--- src/rtl/ppu_pix_pkg.sv ---
// rtl/ppu_pix_pkg.sv - shared constants and helpers for the PPU pixel compositor
package ppu_pix_pkg;

    localparam int IDX_W_DEF = 4;
    localparam int PAL_W_DEF = 6;
    localparam int PRAM_AW   = IDX_W_DEF + 1;
    // Widest palette RAM address the helper functions handle (IDX_W up to 7)
    localparam int MIR_W     = 8;

    localparam logic [5:0] MONO_MASK = 6'h30;

    // Every palette RAM address whose low two bits are zero aliases entry 0
    function automatic logic [MIR_W-1:0] pram_mirror(input logic [MIR_W-1:0] addr);
        return (addr[1:0] == 2'b00) ? '0 : addr;
    endfunction

    // A layer index is opaque when its colour-within-palette bits are non-zero
    function automatic logic is_opaque(input logic [1:0] idx_lo);
        return idx_lo != 2'b00;
    endfunction

endpackage

--- src/rtl/ppu_pram.sv ---
// rtl/ppu_pram.sv - palette RAM with CPU port (write-first) and render read port (read-old)
module ppu_pram
    import ppu_pix_pkg::*;
#(
    parameter int AW = PRAM_AW,
    parameter int DW = PAL_W_DEF
) (
    input  logic          clk_i,
    input  logic          rst_ni,
    input  logic [AW-1:0] cpu_a_i,
    input  logic [DW-1:0] cpu_d_i,
    input  logic          cpu_wr_i,
    output logic [DW-1:0] cpu_d_o,
    input  logic          rd_en_i,
    input  logic [AW-1:0] rd_a_i,
    output logic [DW-1:0] rd_d_o
);

    logic [DW-1:0] mem_q [2**AW];
    logic [AW-1:0] cpu_a_m;
    logic [AW-1:0] rd_a_m;
    logic [DW-1:0] cpu_d_q;
    logic [DW-1:0] rd_d_q;

    assign cpu_a_m = AW'(pram_mirror(MIR_W'(cpu_a_i)));
    assign rd_a_m  = AW'(pram_mirror(MIR_W'(rd_a_i)));

    // CPU write into the mirrored entry; contents are not reset
    always_ff @(posedge clk_i) begin
        if (cpu_wr_i) begin
            mem_q[cpu_a_m] <= cpu_d_i;
        end
    end

    // Read registers: CPU port forwards write data, render port sees pre-write contents
    always_ff @(posedge clk_i or negedge rst_ni) begin
        if (!rst_ni) begin
            cpu_d_q <= '0;
            rd_d_q  <= '0;
        end else begin
            cpu_d_q <= cpu_wr_i ? cpu_d_i : mem_q[cpu_a_m];
            if (rd_en_i) begin
                rd_d_q <= mem_q[rd_a_m];
            end
        end
    end

    assign cpu_d_o = cpu_d_q;
    assign rd_d_o  = rd_d_q;

endmodule

--- src/rtl/ppu_pix_mux.sv ---
// rtl/ppu_pix_mux.sv - layer priority/transparency compositor with palette lookup and collision flag
module ppu_pix_mux
    import ppu_pix_pkg::*;
#(
    parameter int LAYERS = 2,
    parameter int IDX_W  = 4,
    parameter int PAL_W  = 6
) (
    input  logic                    clk_in,
    input  logic                    nrst_in,
    input  logic                    pix_pulse_in,
    input  logic [9:0]              nes_y_next_in,
    input  logic [LAYERS*IDX_W-1:0] layer_idx_in,
    input  logic [LAYERS-1:0]       layer_bhnd_in,
    input  logic [LAYERS-1:0]       layer_pri_in,
    input  logic                    mono_in,
    input  logic [IDX_W:0]          pram_a_in,
    input  logic [PAL_W-1:0]        pram_d_in,
    input  logic                    pram_wr_in,
    output logic [PAL_W-1:0]        pram_d_out,
    output logic [PAL_W-1:0]        sys_palette_idx_out,
    output logic                    pix_valid_out
    ,
    output logic                    pri_col_out
);

    localparam int AW = IDX_W + 1;

    logic [IDX_W-1:0] bg_idx;
    logic             bg_op;
    logic             win_found;
    logic [IDX_W-1:0] win_idx;
    logic             win_bhnd;
    logic             col_hit;
    logic [AW-1:0]    addr_d;

    logic             s1_valid_q;
    logic [AW-1:0]    s1_addr_q;
    logic             s2_valid_q;
    logic             mono_q;
    logic             col_q;
    logic [PAL_W-1:0] rd_data;

    // Background's bhnd/pri bits have no meaning
    logic unused_bg_flags;
    assign unused_bg_flags = layer_bhnd_in[0] ^ layer_pri_in[0];

    assign bg_idx = layer_idx_in[IDX_W-1:0];
    assign bg_op  = is_opaque(bg_idx[1:0]);

    // Pick the lowest-numbered opaque sprite and detect primary-object overlap with background
    always_comb begin
        win_found = 1'b0;
        win_idx   = '0;
        win_bhnd  = 1'b0;
        col_hit   = 1'b0;
        for (int k = LAYERS - 1; k >= 1; k--) begin
            if (is_opaque(layer_idx_in[k*IDX_W +: 2])) begin
                win_found = 1'b1;
                win_idx   = layer_idx_in[k*IDX_W +: IDX_W];
                win_bhnd  = layer_bhnd_in[k];
                if (layer_pri_in[k] && bg_op) begin
                    col_hit = 1'b1;
                end
            end
        end
        if (win_found && (!win_bhnd || !bg_op)) begin
            addr_d = {1'b1, win_idx};
        end else if (bg_op) begin
            addr_d = {1'b0, bg_idx};
        end else begin
            addr_d = '0;
        end
    end

    // Stage 1 latches the palette address; stage 2 tracks the RAM read and mono mode
    always_ff @(posedge clk_in or negedge nrst_in) begin
        if (!nrst_in) begin
            s1_valid_q <= 1'b0;
            s1_addr_q  <= '0;
            s2_valid_q <= 1'b0;
            mono_q     <= 1'b0;
        end else begin
            s1_valid_q <= pix_pulse_in;
            if (pix_pulse_in) begin
                s1_addr_q <= addr_d;
            end
            s2_valid_q <= s1_valid_q;
            if (s1_valid_q) begin
                mono_q <= mono_in;
            end
        end
    end

    // Collision flag: new-frame clear beats a same-cycle set
    always_ff @(posedge clk_in or negedge nrst_in) begin
        if (!nrst_in) begin
            col_q <= 1'b0;
        end else if (nes_y_next_in == 10'd0) begin
            col_q <= 1'b0;
        end else if (pix_pulse_in && col_hit) begin
            col_q <= 1'b1;
        end
    end

    ppu_pram #(
        .AW (AW),
        .DW (PAL_W)
    ) u_pram (
        .clk_i    (clk_in),
        .rst_ni   (nrst_in),
        .cpu_a_i  (pram_a_in),
        .cpu_d_i  (pram_d_in),
        .cpu_wr_i (pram_wr_in),
        .cpu_d_o  (pram_d_out),
        .rd_en_i  (s1_valid_q),
        .rd_a_i   (s1_addr_q),
        .rd_d_o   (rd_data)
    );

    assign sys_palette_idx_out = mono_q ? (rd_data & PAL_W'(MONO_MASK)) : rd_data;
    assign pix_valid_out       = s2_valid_q;
    assign pri_col_out         = col_q;

endmodule
--- config.mk ---
export PLATFORM = sky130hd
export DESIGN_NAME = ppu_pix_mux
export DESIGN_NICKNAME = d
export VERILOG_FILES = /design/src/rtl/ppu_pix_pkg.sv /design/src/rtl/ppu_pram.sv /design/src/rtl/ppu_pix_mux.sv
export SDC_FILE = /design/constraint.sdc
export NUM_CORES = 1
export LEC_CHECK = 0
export BUFFER_PORTS_ARGS = -buffer_cell sky130_fd_sc_hd__buf_2
export CAP_MARGIN = 20
export CORE_MARGIN = 5
export CORE_UTILIZATION = 55
export CTS_CLUSTER_DIAMETER = 200
export CTS_CLUSTER_SIZE = 16
export DETAILED_ROUTE_END_ITERATION = 8
export GPL_TIMING_DRIVEN = 0
export PLACE_DENSITY = 0.75
export SYNTH_ARGS = -nofsm -noshare
export SYNTH_HDL_FRONTEND = slang
export SYNTH_SLANG_ARGS = --single-unit
--- constraint.sdc ---
create_clock -name clk_in -period 1.8 [get_ports clk_in]
set_input_delay 0.36 -clock clk_in [delete_from_list [all_inputs] [get_ports clk_in]]
set_output_delay 0.36 -clock clk_in [all_outputs]
set_load 0.01 [all_outputs]
=== Yosys cells after proc, flatten, opt, wreduce, memory -nomap -nowiden ===
Memories as Yosys holds them, arrays and structs flattened. A register that Yosys moved wholly into a read port is not among the register bits.
Cells that the tools add are included.

* Mux-type cells: 14
* Reductions and logical operators: 14

{| class="wikitable"
|+ Operators by type and width
! cell !! number
|-
| 5-bit two-way mux || 3
|-
| 4-bit two-way mux || 3
|-
| 10-bit logical NOT || 1
|-
| 1-bit two-way mux || 8
|-
| 2-bit nonzero test || 3
|-
| 1-bit logical NOT || 4
|-
| 2-bit logical NOT || 2
|-
| 1-bit logical AND || 3
|-
| 1-bit logical OR || 1
|}

* Memories kept: 1
* Memory bits (writable): 192
* Register bits after elaboration: 9
* Output and inout port bits: 14
* Word-level logic and storage cells: 34

{| class="wikitable"
|+ Memories
! name !! depth !! width !! rd ports !! clocked after Yosys merged registers in !! write ports !! RTL line !! text
|-
| u_pram.mem_q || 32 || 6 || 2 || 2 || 1 || ppu_pram.sv:19 || <nowiki>logic [DW-1:0] mem_q [2**AW];</nowiki>
|}

=== Depth between registers and ports, before layout ===
Gate-level depths: netlist (run 1).

* Word-level depth: 7
* Mapped depth: 9
* Depth with buffers taken out: 5

=== Cells and area by module ===
Synthesis (run 1) repeated with hierarchy kept, for this count alone.

* Cells, all modules: 725
* Area total of the unflattened synthesis: 9405.3 um^2

{| class="wikitable"
|+ Modules (own cells, without submodules)
! module !! cells each !! times used !! area an instance (um^2)
|-
| ppu_pram || 682 || 1 || 8976.1
|-
| ppu_pix_mux || 43 || 1 || 429.2
|}

=== Least setup slack after synthesis (run 1) ===
No wires, ideal clock.

* Kind: input to register
* From: input port pram_a_in[0]
* To: memory u_pram.mem_q[13][0] (netlist name), enable pin
* Path slack: -376 ps
* Stages: 6
* Path buffers: 4
* Data arrival time: 1790 ps
* Cell sequence: buf_2 > buf_4 > buf_4 > buf_4 > nand2_1 > nor4_1

* Longest elaborated chain between the ends: 2

{| class="wikitable"
|+ Ends and longest elaborated chain
! what !! RTL line !! text
|-
| start: declaration || ppu_pix_mux.sv:17 || <nowiki>input logic [IDX_W:0] pram_a_in,</nowiki>
|-
| 2-bit logical NOT || ppu_pix_pkg.sv:14 || <nowiki>return (addr[1:0] == 2'b00) ? '0 : addr;</nowiki>
|-
| 5-bit two-way mux (*) || ppu_pix_pkg.sv:14 ||
|-
| end: declaration || ppu_pram.sv:19 ||
|}

Mark *: on every way between the ends. The rest lies on a longest branch, timed or not.

=== Final worst setup path (run 1) ===
* From: register s1_addr_q[2]
* To: register u_pram.rd_d_q[0] (netlist: u_pram.rd_d_o[0]), read port of u_pram.mem_q

* Longest elaborated chain between the ends: 1

{| class="wikitable"
|+ Ends and longest elaborated chain
! what !! RTL line !! text
|-
| start: declaration || ppu_pix_mux.sv:38 || <nowiki>logic [AW-1:0] s1_addr_q;</nowiki>
|-
| start signal: assignment || ppu_pix_mux.sv:86 || <nowiki>s1_addr_q <= addr_d;</nowiki>
|-
| 5-bit two-way mux || ppu_pix_pkg.sv:14 ||
|-
| end: declaration || ppu_pram.sv:23 || <nowiki>logic [DW-1:0] rd_d_q;</nowiki>
|}

Every way passes these cells.
A chain may end at the register's enable or synchronous reset.

==> results of run 1 <==
[critical path: cells and delay by family, from the launching register on]
kind            cells  cell delay [ns]
compound gates      4             1.01
buf+inv             1             0.17
flops               1             0.44
mux                 1             0.29
[layer usage]
layer  up-vias  GRT usage  share of wire
met5         -          0              0
met4         0      0.176          0.048
met3       113     0.0982           0.13
met2       672      0.537           0.45
met1      3546      0.477           0.37
li1       2972          -              -
[path summary, 6_finish.rpt]
path                                  start               end  slack, ns
setup reg to reg               s1_addr_q[2]  u_pram.rd_d_o[0]      -0.22
hold reg to reg            u_pram.rd_d_o[3]  u_pram.rd_d_o[3]       0.51
max in group asynchronous           nrst_in      s1_addr_q[2]       0.90
setup / recovery               s1_addr_q[2]  u_pram.rd_d_o[0]      -0.22
hold / removal                 pix_pulse_in        s1_valid_q       0.11
min in group asynchronous           nrst_in      s1_addr_q[1]       0.47
[stage by stage]
step           hold WS [ns]   util  setup slack (ns)  cell area [um^2]
2_1_floorplan        0.0644      -           -0.0620              9180
3_3_place_gp          0.381  0.610            -0.949              9690
3_5_place_dp          0.386  0.610            -0.986              9690
4_1_cts               0.105  0.680            -0.192             10800
5_1_grt               0.104  0.697            -0.262             11100
6_report              0.111  0.697            -0.224             11100
[power by group through the flow]
stage	registers, mW	logic, mW	clock network [mW]
finish	4.68	2.18	3.44
global route	4.69	2.24	3.61
CTS	4.68	2.01	3.44
detailed placement	4.75	1.76	0
global placement	4.75	1.75	0
floorplan	4.74	1.08	0
[cells by family (layout without fill, tap and decap cells)]
| family | after synthesis | after routing | synth area share |
|---|---|---|---|
| buffers and inverters | 87 | 181 | 0.0544 |
| flip-flops | 177 | 177 | 0.584 |
| other | 1 | 6 | 0.000420 |
| AND/OR/NAND/NOR | 141 | 141 | 0.0787 |
| multiplexers | 81 | 81 | 0.101 |
| AO/OA/AOI/OAI | 221 | 221 | 0.182 |
[repair_timing]
| item | in CTS | in global routing |
|---|---|---|
| hold endpoints to repair | 21 | 0 |
| hold buffers | 1 | 0 |
| buffers inserted | 13 | 2 |
| resized for setup | 93 | 56 |
| pin swaps | 38 | 20 |
| endpoints found under the setup margin | 156 | 105 |
| cloned | 2 | 0 |
[cells in the mapped netlist, types with 6 or more instances]
cell | count | area share
edfxtp_1 | 156 | 0.52
nor2_1 | 42 | 0.018
mux2_1 | 6 | 0.0076
nor4_1 | 6 | 0.0042
mux2i_1 | 44 | 0.049
a21oi_1 | 44 | 0.025
a211oi_1 | 8 | 0.0067
a22oi_1 | 9 | 0.0076
o22ai_1 | 28 | 0.020
buf_2 | 22 | 0.012
o21ai_0 | 26 | 0.015
mux2_2 | 24 | 0.030
buf_6 | 10 | 0.013
nand3_1 | 9 | 0.0050
nand2b_1 | 18 | 0.013
nand2_1 | 22 | 0.0093
nor3_1 | 22 | 0.012
o21a_1 | 6 | 0.0050
clkbuf_1 | 13 | 0.0055
dfrtp_1 | 21 | 0.059
a2111oi_2 | 6 | 0.010
o221ai_1 | 11 | 0.011
o2bb2ai_1 | 6 | 0.0059
inv_1 | 23 | 0.0097
a221o_1 | 8 | 0.0090
buf_4 | 15 | 0.013
nor2b_1 | 9 | 0.0063
a221oi_1 | 27 | 0.027
[registers in the layout (all words and copies together) (netlist names)]
name and cells:
mono_q 1, pix_valid_out 1, pri_col_out 1, s1_addr_q 5
s1_valid_q 1, u_pram.cpu_d_o 6, u_pram.mem_q 156, u_pram.rd_d_o 6
[area by class of cell]
type	count	area, um^2
Multi-Input combinational cell	449	3830
Clock buffer	18	429
Clock inverter	13	104
Buffer	60	602
Tap cell	216	270
Fill cell	1118	4820
Timing Repair Buffer	65	515
Inverter	25	106
Sequential cell	177	5210
[placed cells by master (no fill, tap or decap), types with 7 or more instances in the layout]
master	Yosys	final
a21oi_1	44	36
a21oi_2	0	8
a221o_1	8	8
a221oi_1	27	25
buf_12	0	13
buf_2	22	51
buf_4	15	22
buf_6	10	15
buf_8	0	9
clkbuf_16	0	18
dfrtp_1	21	20
edfxtp_1	156	156
inv_1	23	23
mux2_2	24	24
mux2i_1	44	40
nand2_1	22	17
nand2b_1	18	16
nand3_1	9	7
nor2_1	42	25
nor2_4	0	14
nor2b_1	9	8
nor3_1	22	12
nor3_4	0	8
o21ai_0	26	25
o221ai_1	11	7
o22ai_1	28	27
==> impl_results.rst, run 1 <==
.. list-table::
   :header-rows: 1

   * - Metric
     - Value
   * - DRC Markers
     - 0
   * - Final nets
     - 833
   * - Part of the total power dissipated in the clock network
     - 0.334
   * - Internal power consumption
     - 7.22 mW
   * - Number of placed cells counting well taps
     - slightly below 1000
   * - Number of buffers added on ports
     - 47
   * - Tightest Pin Transition
     - roughly 0.67 ns
   * - Starting Density
     - 0.562
   * - Clock-pin slew on the worst setup and hold paths
     - about 0.070 ns
   * - Worst EP required
     - around 2.1 ns
   * - Maximum clock rate
     - about 500 MHz
   * - Number of detailed-routing iterations run before antenna repair
     - 8
   * - Synthesis Warnings
     - 0
   * - Number of max-cap violations
     - 0
   * - Cells along the critical path
     - clkbuf_16 > mux2_4 > a32o_2 > a2111oi_4 > a211oi_2 > a221o_1
   * - # IOs
     - 52
   * - Routed wire per std cell
     - ~32 um
   * - Path class of the lowest-slack min-delay path
     - input port to flip-flop
   * - Sinks on the clock net
     - between 150 and 200
   * - Post-Route Skew
     - slightly below 0.009 ns
   * - Gr usage total
     - 0.356
   * - Post-route setup slack
     - -0.224 ns
   * - Nature of the critical path startpoint
     - flip-flop
   * - Fraction of the yosys area taken by sequential cells
     - 0.584
   * - Total of endpoints with negative setup slack in the final report
     - 17
   * - Die X
     - around 140 um
   * - Std cell rows
     - 46
   * - Total gr overflow
     - 0
   * - Max clock buf depth
     - 2
   * - Synthesized area
     - 8920 um^2
   * - Combinational share of power
     - 0.212
   * - Via count of the first global-routing pass
     - around 7000
   * - Final Non-Filler Cells
     - 1023
   * - Number of instances in the synthesized netlist
     - between 700 and 800
   * - HPWL after DPL
     - approximately 22000 um
   * - Share of cells above drive strength 1
     - 0.338
   * - Number of levels the H-tree was split into
     - 4
   * - CTS root buffer
     - clkbuf_16
   * - Headroom to the max-slew limit
     - 0.557
   * - Worst stage delay on the critical path
     - roughly 0.45 ns
   * - Net switching component of the power
     - between 3 and 4 mW
   * - Post-layout min period
     - about 2.0 ns
   * - Post-synthesis area per instance
     - about 13 um^2
   * - Routed wire length
     - around 33000 um
   * - Clock latency on the worst-skew pair
     - 0.44 ns
   * - Depth of the worst register-to-register path
     - 6
   * - Distinct cell type count of the synthesized netlist
     - 62
   * - CTS tree
     - built
   * - Data arrival, critical path
     - roughly 2.4 ns
   * - Number of flops mapped to enable cells by yosys
     - 156
   * - Switching part of the total
     - 0.299
   * - Global-route wire length before repair
     - roughly 47000 um
   * - Final Hold Fails
     - 0
   * - Via Count
     - 7303
   * - Ratio of total power to cell area
     - a little over 900 nW/um^2
   * - Endpoint kind of the worst setup timing path
     - flip-flop
   * - Max IR drop VDD
     - 0.683 mV
   * - Area growth from synthesis to layout
     - 24.0%
   * - Count of routing violations after the opening detailed-route iteration
     - ~1100
   * - Type of the worst setup path
     - flip-flop to flip-flop
   * - Post-route antenna net violation count
     - 0
   * - Post-route clock period utilization
     - 1.12
   * - Routability Congestion
     - just under 1
   * - Number of cells traversed by the worst hold path
     - 1
   * - Antenna violations before repair
     - 0
   * - Die footprint
     - 18900 um^2
   * - Sum of internal, switching and leakage power
     - roughly 10 mW
   * - Static Leakage
     - between 3 and 4 nW
   * - Flops & latches, synth
     - 177
   * - Share of flip-flops with an asynchronous set or reset
     - 0.119
   * - Count of antenna diodes in the layout
     - 0
   * - Max Transition Viols Final
     - 0
   * - Dominant synthesized flop cell
     - edfxtp_1
   * - Clock buffer count from CTS
     - 17
   * - Violated checks
     - negative setup slack
   * - Share of power burned in registers
     - 0.454
   * - Setup TNS
     - -1.12 ns
   * - Vias per cell
     - ~7
   * - Cell type of the slowest stage on the worst timing path
     - a2111oi_4
   * - Placeable core region
     - 15900 um^2
   * - Status
     - complete, but fails checks
   * - Unrepaired setup endpoints after global routing
     - yes
   * - Max FO, Critical Path
     - 4
   * - Maximum number of pins on one net before global-route repair
     - 28
   * - Height of the die
     - 137 um
No activity file was read; power rests on OpenSTA's default activity.
==> run 2: changes to the inputs <==
--- a/config.mk
+++ b/config.mk
@@ -12,3 +12,3 @@
 export CTS_CLUSTER_DIAMETER = 200
-export CTS_CLUSTER_SIZE = 16
+export CTS_CLUSTER_SIZE = 24
 export DETAILED_ROUTE_END_ITERATION = 8
==> constraint.sdc (replaced) <==
create_clock -name clk_in -period 1.65 [get_ports clk_in]
set_input_delay 0.2475 -clock clk_in [delete_from_list [all_inputs] [get_ports clk_in]]
set_output_delay 0.2475 -clock clk_in [all_outputs]
set_load 0.01 [all_outputs]
==> impl_results.rst, run 2 (synthesis results as in run 1) <==
.. list-table::
   :header-rows: 1

   * - Metric
     - Value
   * - Std cell rows
     - 46 (unchanged)
   * - Die X
     - 137 um (unchanged)
   * - Worst EP required
     - 1.98 ns (-0.14 ns)
   * - Number of levels the H-tree was split into
     - 4 (unchanged)
   * - Violated checks
     - negative setup slack
   * - Commonest cells after routing, fill and taps aside
     - 156 x edfxtp_1, 49 x buf_2, 40 x mux2i_1
   * - Combined buffer and inverter count along the critical path
     - 3 (+2)
   * - Total of endpoints with negative setup slack in the final report
     - 8 (-9)
   * - DRC Markers
     - 0 (unchanged)
   * - Post-layout min period
     - 2.02 ns (+0.000120 ns)
   * - Cells along the critical path
     - buf_8 > buf_4 > buf_4 > a2111oi_2 > a211oi_1 > a221o_1
   * - Top Family by Delay on Critical Path
     - compound AO/OA/AOI/OAI gates
   * - Max clock buf depth
     - 2 (unchanged)
   * - Clock buffer count from CTS
     - 17 (unchanged)
   * - Worst stage delay on the critical path
     - 0.54 ns (+0.09 ns)
   * - Via count of the first global-routing pass
     - 7196 (+2.2%)
   * - Post-route antenna net violation count
     - 0 (unchanged)
   * - Leading cell type in the layout, fill and taps excluded
     - edfxtp_1
   * - Clock latency on the worst-skew pair
     - 0.45 ns (about the same)
   * - Register bank with the most flops
     - u_pram.mem_q
   * - Routed wire length
     - 33100 um (+1.1%)
   * - Nature of the critical path startpoint
     - flip-flop
   * - Die footprint
     - 18900 um^2 (unchanged)
   * - Ratio of total power to cell area
     - 1030 nW/um^2 (+10%)
   * - Placeable core region
     - 15900 um^2 (unchanged)
   * - Fin area
     - 11300 um^2 (+1.9%)
   * - Sum of internal, switching and leakage power
     - 11.6 mW (+12%)
   * - Final nets
     - 841 (+0.96%)
   * - Number of detailed-routing iterations run before antenna repair
     - 6 (-2)
   * - Number of max-cap violations
     - 0 (unchanged)
   * - Post-Route Skew
     - 0.00775 ns (-0.000932 ns)
   * - Sinks on the clock net
     - 177 (unchanged)
   * - Post-route setup slack
     - -0.374 ns (-0.150 ns)
   * - Status
     - complete, but fails checks
   * - Total gr overflow
     - 0 (unchanged)
   * - Number of buffers added on ports
     - 47 (unchanged)
   * - Static Leakage
     - 4.01 nW (+2.2%)
   * - Most used cell, CP
     - buf_4
   * - Count of routing violations after the opening detailed-route iteration
     - 957 (-12%)
   * - Cell type of the slowest stage on the worst timing path
     - a2111oi_2
   * - Height of the die
     - 137 um (unchanged)
   * - Area growth from synthesis to layout
     - 26.3%
   * - Routability Congestion
     - 1.04 (+5.5%)
   * - Via Count
     - 7365 (+0.85%)
   * - HPWL after DPL
     - 22200 um (+0.44%)
   * - Post-route clock period utilization
     - 1.23 (+0.102)
   * - Endpoint kind of the worst setup timing path
     - flip-flop
   * - Clock-pin slew on the worst setup and hold paths
     - 0.07 ns (about the same)
   * - Final Hold Fails
     - 0 (unchanged)
   * - Filler cells
     - 1100 (-1.6%)
   * - CTS tree
     - built
   * - Share of cells above drive strength 1
     - 0.359 (+0.0208)
   * - Global-route wire length before repair
     - 47000 um (+0.58%)
   * - # IOs
     - 52 (unchanged)
   * - Unrepaired setup endpoints after global routing
     - yes
   * - CTS root buffer
     - clkbuf_16
   * - Max IR drop VDD
     - 0.979 mV (+43%)
   * - Count of antenna diodes in the layout
     - 0 (unchanged)
   * - Starting Density
     - 0.562 (unchanged)
   * - Max FO, Critical Path
     - 10 (+6)
   * - Data arrival, critical path
     - 2.36 ns (about the same)
   * - Gr usage total
     - 0.356 (about the same)
   * - Path class of the lowest-slack min-delay path
     - input port to flip-flop
   * - Maximum clock rate
     - 494 MHz (about the same)
   * - Headroom to the max-slew limit
     - 0.530 (-0.0262)
   * - Antenna violations before repair
     - 1 (+1)
   * - Routed wire per std cell
     - 32.1 um (+0.21%)
   * - Flip-flop count of the largest register, all copies and words added
     - 156 (unchanged)
   * - Final core utilization
     - 0.709 (+0.0129)
   * - Tightest Pin Transition
     - 0.704 ns (+0.0393 ns)
   * - Post-route worst hold slack
     - 0.0375 ns (-0.0733 ns)
   * - Vias per cell
     - 7.14 (about the same)
   * - Cell area reported after detailed placement
     - 9690 um^2 (about the same)
   * - Maximum number of pins on one net before global-route repair
     - 28 (unchanged)
   * - Max Transition Viols Final
     - 0 (unchanged)
   * - Type of the worst setup path
     - flip-flop to flip-flop
==> run 2: worst reg2reg max path: stages (launching register included) <==
cell,delay (ns)
dfrtp_1,0.39
buf_8,0.15
buf_4,0.21
buf_4,0.23
a2111oi_2,0.54
a211oi_1,0.11
a221o_1,0.28
==> run 2: layout make-up <==
cell class | count | area [um^2] | area share
Buffer | 60 | 621 | 0.0551
Tap cell | 216 | 270 | 0.0240
Inverter | 25 | 105 | 0.00933
Clock inverter | 15 | 158 | 0.0140
Clock buffer | 17 | 425 | 0.0377
Multi-Input combinational cell | 449 | 3930 | 0.349
Sequential cell | 177 | 5210 | 0.462
Timing Repair Buffer | 73 | 546 | 0.0484
==> run 2: power by group <==
group	switching [mW]	internal [mW]	leakage, nW
Clock	1.83	2.24	0.278
Combinational	1.49	0.909	2.08
Sequential	0.0897	5.02	1.66
==> run 2: final timing paths <==
| path | end | startpoint | depth (start not counted) | slack (ns) |
|---|---|---|---|---|
| worst min-delay path | s1_addr_q[2] | layer_idx_in[2] | 3 | 0.04 |
| max in group asynchronous | s1_addr_q[3] | nrst_in | 2 | 0.86 |
| worst min register to register | u_pram.rd_d_o[1] | u_pram.rd_d_o[1] | 1 | 0.51 |
| worst max-delay path | u_pram.rd_d_o[0] | s1_addr_q[2] | 6 | -0.37 |
| min in group asynchronous | s1_addr_q[2] | nrst_in | 2 | 0.35 |
| worst max register to register | u_pram.rd_d_o[0] | s1_addr_q[2] | 6 | -0.37 |
==> run 2: timing repair <==
item | CTS | global route
hold endpoints to repair | 22 | 0
buffers inserted | 13 | 10
endpoints found under the setup margin | 164 | 106
gates cloned | 0 | 1
resized for setup | 90 | 82
hold buffers | 2 | 0
pin swaps | 22 | 30
==> run 2: per-layer routing <==
metal	vias up	global-route usage	routed length, um	share of wire
met1	3591	0.478	12800	0.39
met3	136	0.105	4270	0.13
met2	638	0.523	14200	0.43
li1	2998	-	-	-
met5	-	0	18	0.00054
met4	2	0.190	1900	0.057
==> run 2: per-stage QoR <==
| stage | std cells | TNS [ns] | setup WS [ns] |
|---|---|---|---|
| after floorplan | 713 | -7.80 | -0.128 |
| after detailed placement | 976 | -126.79 | -1.07 |
| after global routing | 1032 | -1.98 | -0.365 |
| after global placement | 976 | -124.29 | -1.03 |
| final | 1032 | -1.90 | -0.374 |
| after CTS | 1022 | -2.11 | -0.343 |
==> run 3: changes to the inputs <==
==> constraint.sdc (replaced) <==
create_clock -name clk_in -period 1.65 [get_ports clk_in]
set_input_delay 0 -clock clk_in [delete_from_list [all_inputs] [get_ports clk_in]]
set_output_delay 0 -clock clk_in [all_outputs]
set_load 0.01 [all_outputs]
==> impl_results.rst, run 3 (synthesis results as in run 1) <==
.. list-table::
   :header-rows: 1

   * - Metric
     - Value
   * - Cell area reported after detailed placement
     - 9510 um^2 (-1.9%)
   * - Final nets
     - 857 (+1.9%)
   * - Number of levels the H-tree was split into
     - 4 (unchanged)
   * - Final Hold Fails
     - 0 (unchanged)
   * - Total gr overflow
     - 0 (unchanged)
   * - Post-layout min period
     - 2.02 ns (-0.00591 ns)
   * - Via Count
     - 7295 (-0.95%)
   * - # IOs
     - 52 (unchanged)
   * - Top Family by Delay on Critical Path
     - compound AO/OA/AOI/OAI gates
   * - Post-route setup slack
     - -0.368 ns (+0.00592 ns)
   * - Tightest Pin Transition
     - 0.809 ns (+0.105 ns)
   * - Final core utilization
     - 0.706 (-0.00299)
   * - Antenna violations before repair
     - 0 (-1)
   * - Cells along the critical path
     - buf_6 > buf_6 > mux2_4 > a32o_2 > a2111oi_4 > a211oi_2 > a221o_1
   * - HPWL after DPL
     - 22300 um (+0.48%)
   * - CTS root buffer
     - clkbuf_16
   * - Starting Density
     - 0.562 (unchanged)
   * - Post-route antenna net violation count
     - 0 (unchanged)
   * - Unrepaired setup endpoints after global routing
     - yes
   * - CTS tree
     - built
   * - Number of max-cap violations
     - 0 (unchanged)
   * - Commonest cells after routing, fill and taps aside
     - 156 x edfxtp_1, 55 x buf_2, 39 x a21oi_1
   * - Count of routing violations after the opening detailed-route iteration
     - 1017 (+6.3%)
   * - Endpoint kind of the worst setup timing path
     - flip-flop
   * - Sinks on the clock net
     - 177 (unchanged)
   * - Routed wire per std cell
     - 31.1 um (-3.1%)
   * - Die footprint
     - 18900 um^2 (unchanged)
   * - Share of cells above drive strength 1
     - 0.342 (-0.0173)
   * - Max clock buf depth
     - 2 (unchanged)
   * - Worst stage delay on the critical path
     - 0.40 ns (-0.14 ns)
   * - Std cell rows
     - 46 (unchanged)
   * - Number of detailed-routing iterations run before antenna repair
     - 5 (-1)
   * - Worst EP required
     - 1.96 ns (-0.02 ns)
   * - Status
     - complete, but fails checks
   * - Register bank with the most flops
     - u_pram.mem_q
   * - Clock-pin slew on the worst setup and hold paths
     - 0.07 ns (about the same)
   * - Count of antenna diodes in the layout
     - 0 (unchanged)
   * - Number of buffers added on ports
     - 47 (unchanged)
   * - Routed wire length
     - 32600 um (-1.6%)
   * - Ratio of total power to cell area
     - 1030 nW/um^2 (about the same)
   * - Nature of the critical path startpoint
     - flip-flop
   * - Path class of the lowest-slack min-delay path
     - input port to flip-flop
   * - DRC Markers
     - 0 (unchanged)
   * - Area growth from synthesis to layout
     - 25.8%
   * - Routability Congestion
     - 1.00 (-3.6%)
   * - Maximum number of pins on one net before global-route repair
     - 28 (unchanged)
   * - Die X
     - 137 um (unchanged)
   * - Gr usage total
     - 0.355 (-0.000703)
   * - Post-route clock period utilization
     - 1.22 (-0.00358)
   * - Leading cell type in the layout, fill and taps excluded
     - edfxtp_1
   * - Most used cell, CP
     - buf_6
   * - Vias per cell
     - 6.97 (-2.4%)
   * - Clock buffer count from CTS
     - 17 (unchanged)
   * - Type of the worst setup path
     - flip-flop to flip-flop
   * - Data arrival, critical path
     - 2.33 ns (-0.03 ns)
   * - Max Transition Viols Final
     - 0 (unchanged)
   * - Static Leakage
     - 4.03 nW (+0.47%)
   * - Headroom to the max-slew limit
     - 0.461 (-0.0697)
   * - Fin area
     - 11200 um^2 (-0.42%)
   * - Flip-flop count of the largest register, all copies and words added
     - 156 (unchanged)
   * - Max IR drop VDD
     - 0.805 mV (-18%)
   * - Post-route worst hold slack
     - 0.0567 ns (+0.0192 ns)
   * - Cell type of the slowest stage on the worst timing path
     - dfrtp_1
   * - Max FO, Critical Path
     - 7 (-3)
   * - Worst reg2reg setup slack
     - -0.37 ns (about the same)
   * - Global-route wire length before repair
     - 47000 um (about the same)
   * - Height of the die
     - 137 um (unchanged)
   * - Via count of the first global-routing pass
     - 7091 (-1.5%)
   * - Total of endpoints with negative setup slack in the final report
     - 8 (unchanged)
   * - Combined buffer and inverter count along the critical path
     - 2 (-1)
   * - Post-Route Skew
     - 0.00752 ns (-0.000231 ns)
   * - Violated checks
     - negative setup slack
   * - Maximum clock rate
     - 495 MHz (+0.29%)
   * - Clock latency on the worst-skew pair
     - 0.44 ns (about the same)
   * - Placeable core region
     - 15900 um^2 (unchanged)
[run 3: cell count changes in the layout (fill, tap and decap cells not counted), moves of 4 or more]
cell	before	now
nor2_2	3	9
dlygate4sd3_1	2	17
nor2_4	15	9
buf_12	12	8
buf_8	9	5
clkbuf_1	2	8
buf_2	49	55
[run 3: per-stage QoR]
stage,setup TNS [ns],setup slack [ns],total power [mW],std cells
2_1_floorplan,-4.62,-0.166,6.30,713
3_3_place_gp,-141.08,-1.66,7.02,976
3_5_place_dp,-135.38,-1.14,7.04,979
4_1_cts,-2.01,-0.330,11.3,1041
5_1_grt,-2.06,-0.369,11.8,1047
6_report,-1.93,-0.368,11.5,1047
[run 3: path summary, 6_finish.rpt]
kind / endpoint / start / cells past startpoint
setup / recovery: u_pram.rd_d_o[2] / s1_addr_q[2] / 7
hold / removal: pri_col_out / layer_idx_in[1] / 4
setup reg to reg: u_pram.rd_d_o[2] / s1_addr_q[2] / 7
hold reg to reg: pix_valid_out / s1_valid_q / 0
max in group asynchronous: s1_addr_q[3] / nrst_in / 2
min in group asynchronous: s1_addr_q[1] / nrst_in / 2
[run 3: final cells by class]
class,instances,area (um^2)
plain buffers,60,538
clock buffers,20,437
clock inverters,11,140
fillers,1130,4660
inverters,25,95.1
multi-input cells,449,3840
flip-flops and latches,177,5210
well taps,216,270
repair buffers,89,689
[run 3: power breakdown]
part	switching, mW	internal, mW	leakage (nW)
combinational	1.45	0.907	2.10
sequential	0.0843	5.02	1.66
clock	1.70	2.36	0.275
total	3.24	8.29	4.03
[run 3: tightest hold or removal path, stage by stage]
cell	delay [ns]
buf_2	0.12
o21ai_0	0.16
nor3_1	0.05
a2bb2oi_1	0.12
[run 3: what timing repair did]
action,CTS,global route
hold endpoints to repair,29,0
buffers inserted,14,7
cloned,1,0
pin swaps,22,19
gates resized for setup,118,53
hold buffers,17,0
setup endpoints to repair,163,125
[run 3: routing by layer]
metal,vias up,part of all wire,track usage
li1,3022,-,-
met1,3574,0.38,0.477
met2,592,0.44,0.538
met3,107,0.13,0.102
met4,0,0.046,0.161
met5,-,0,0
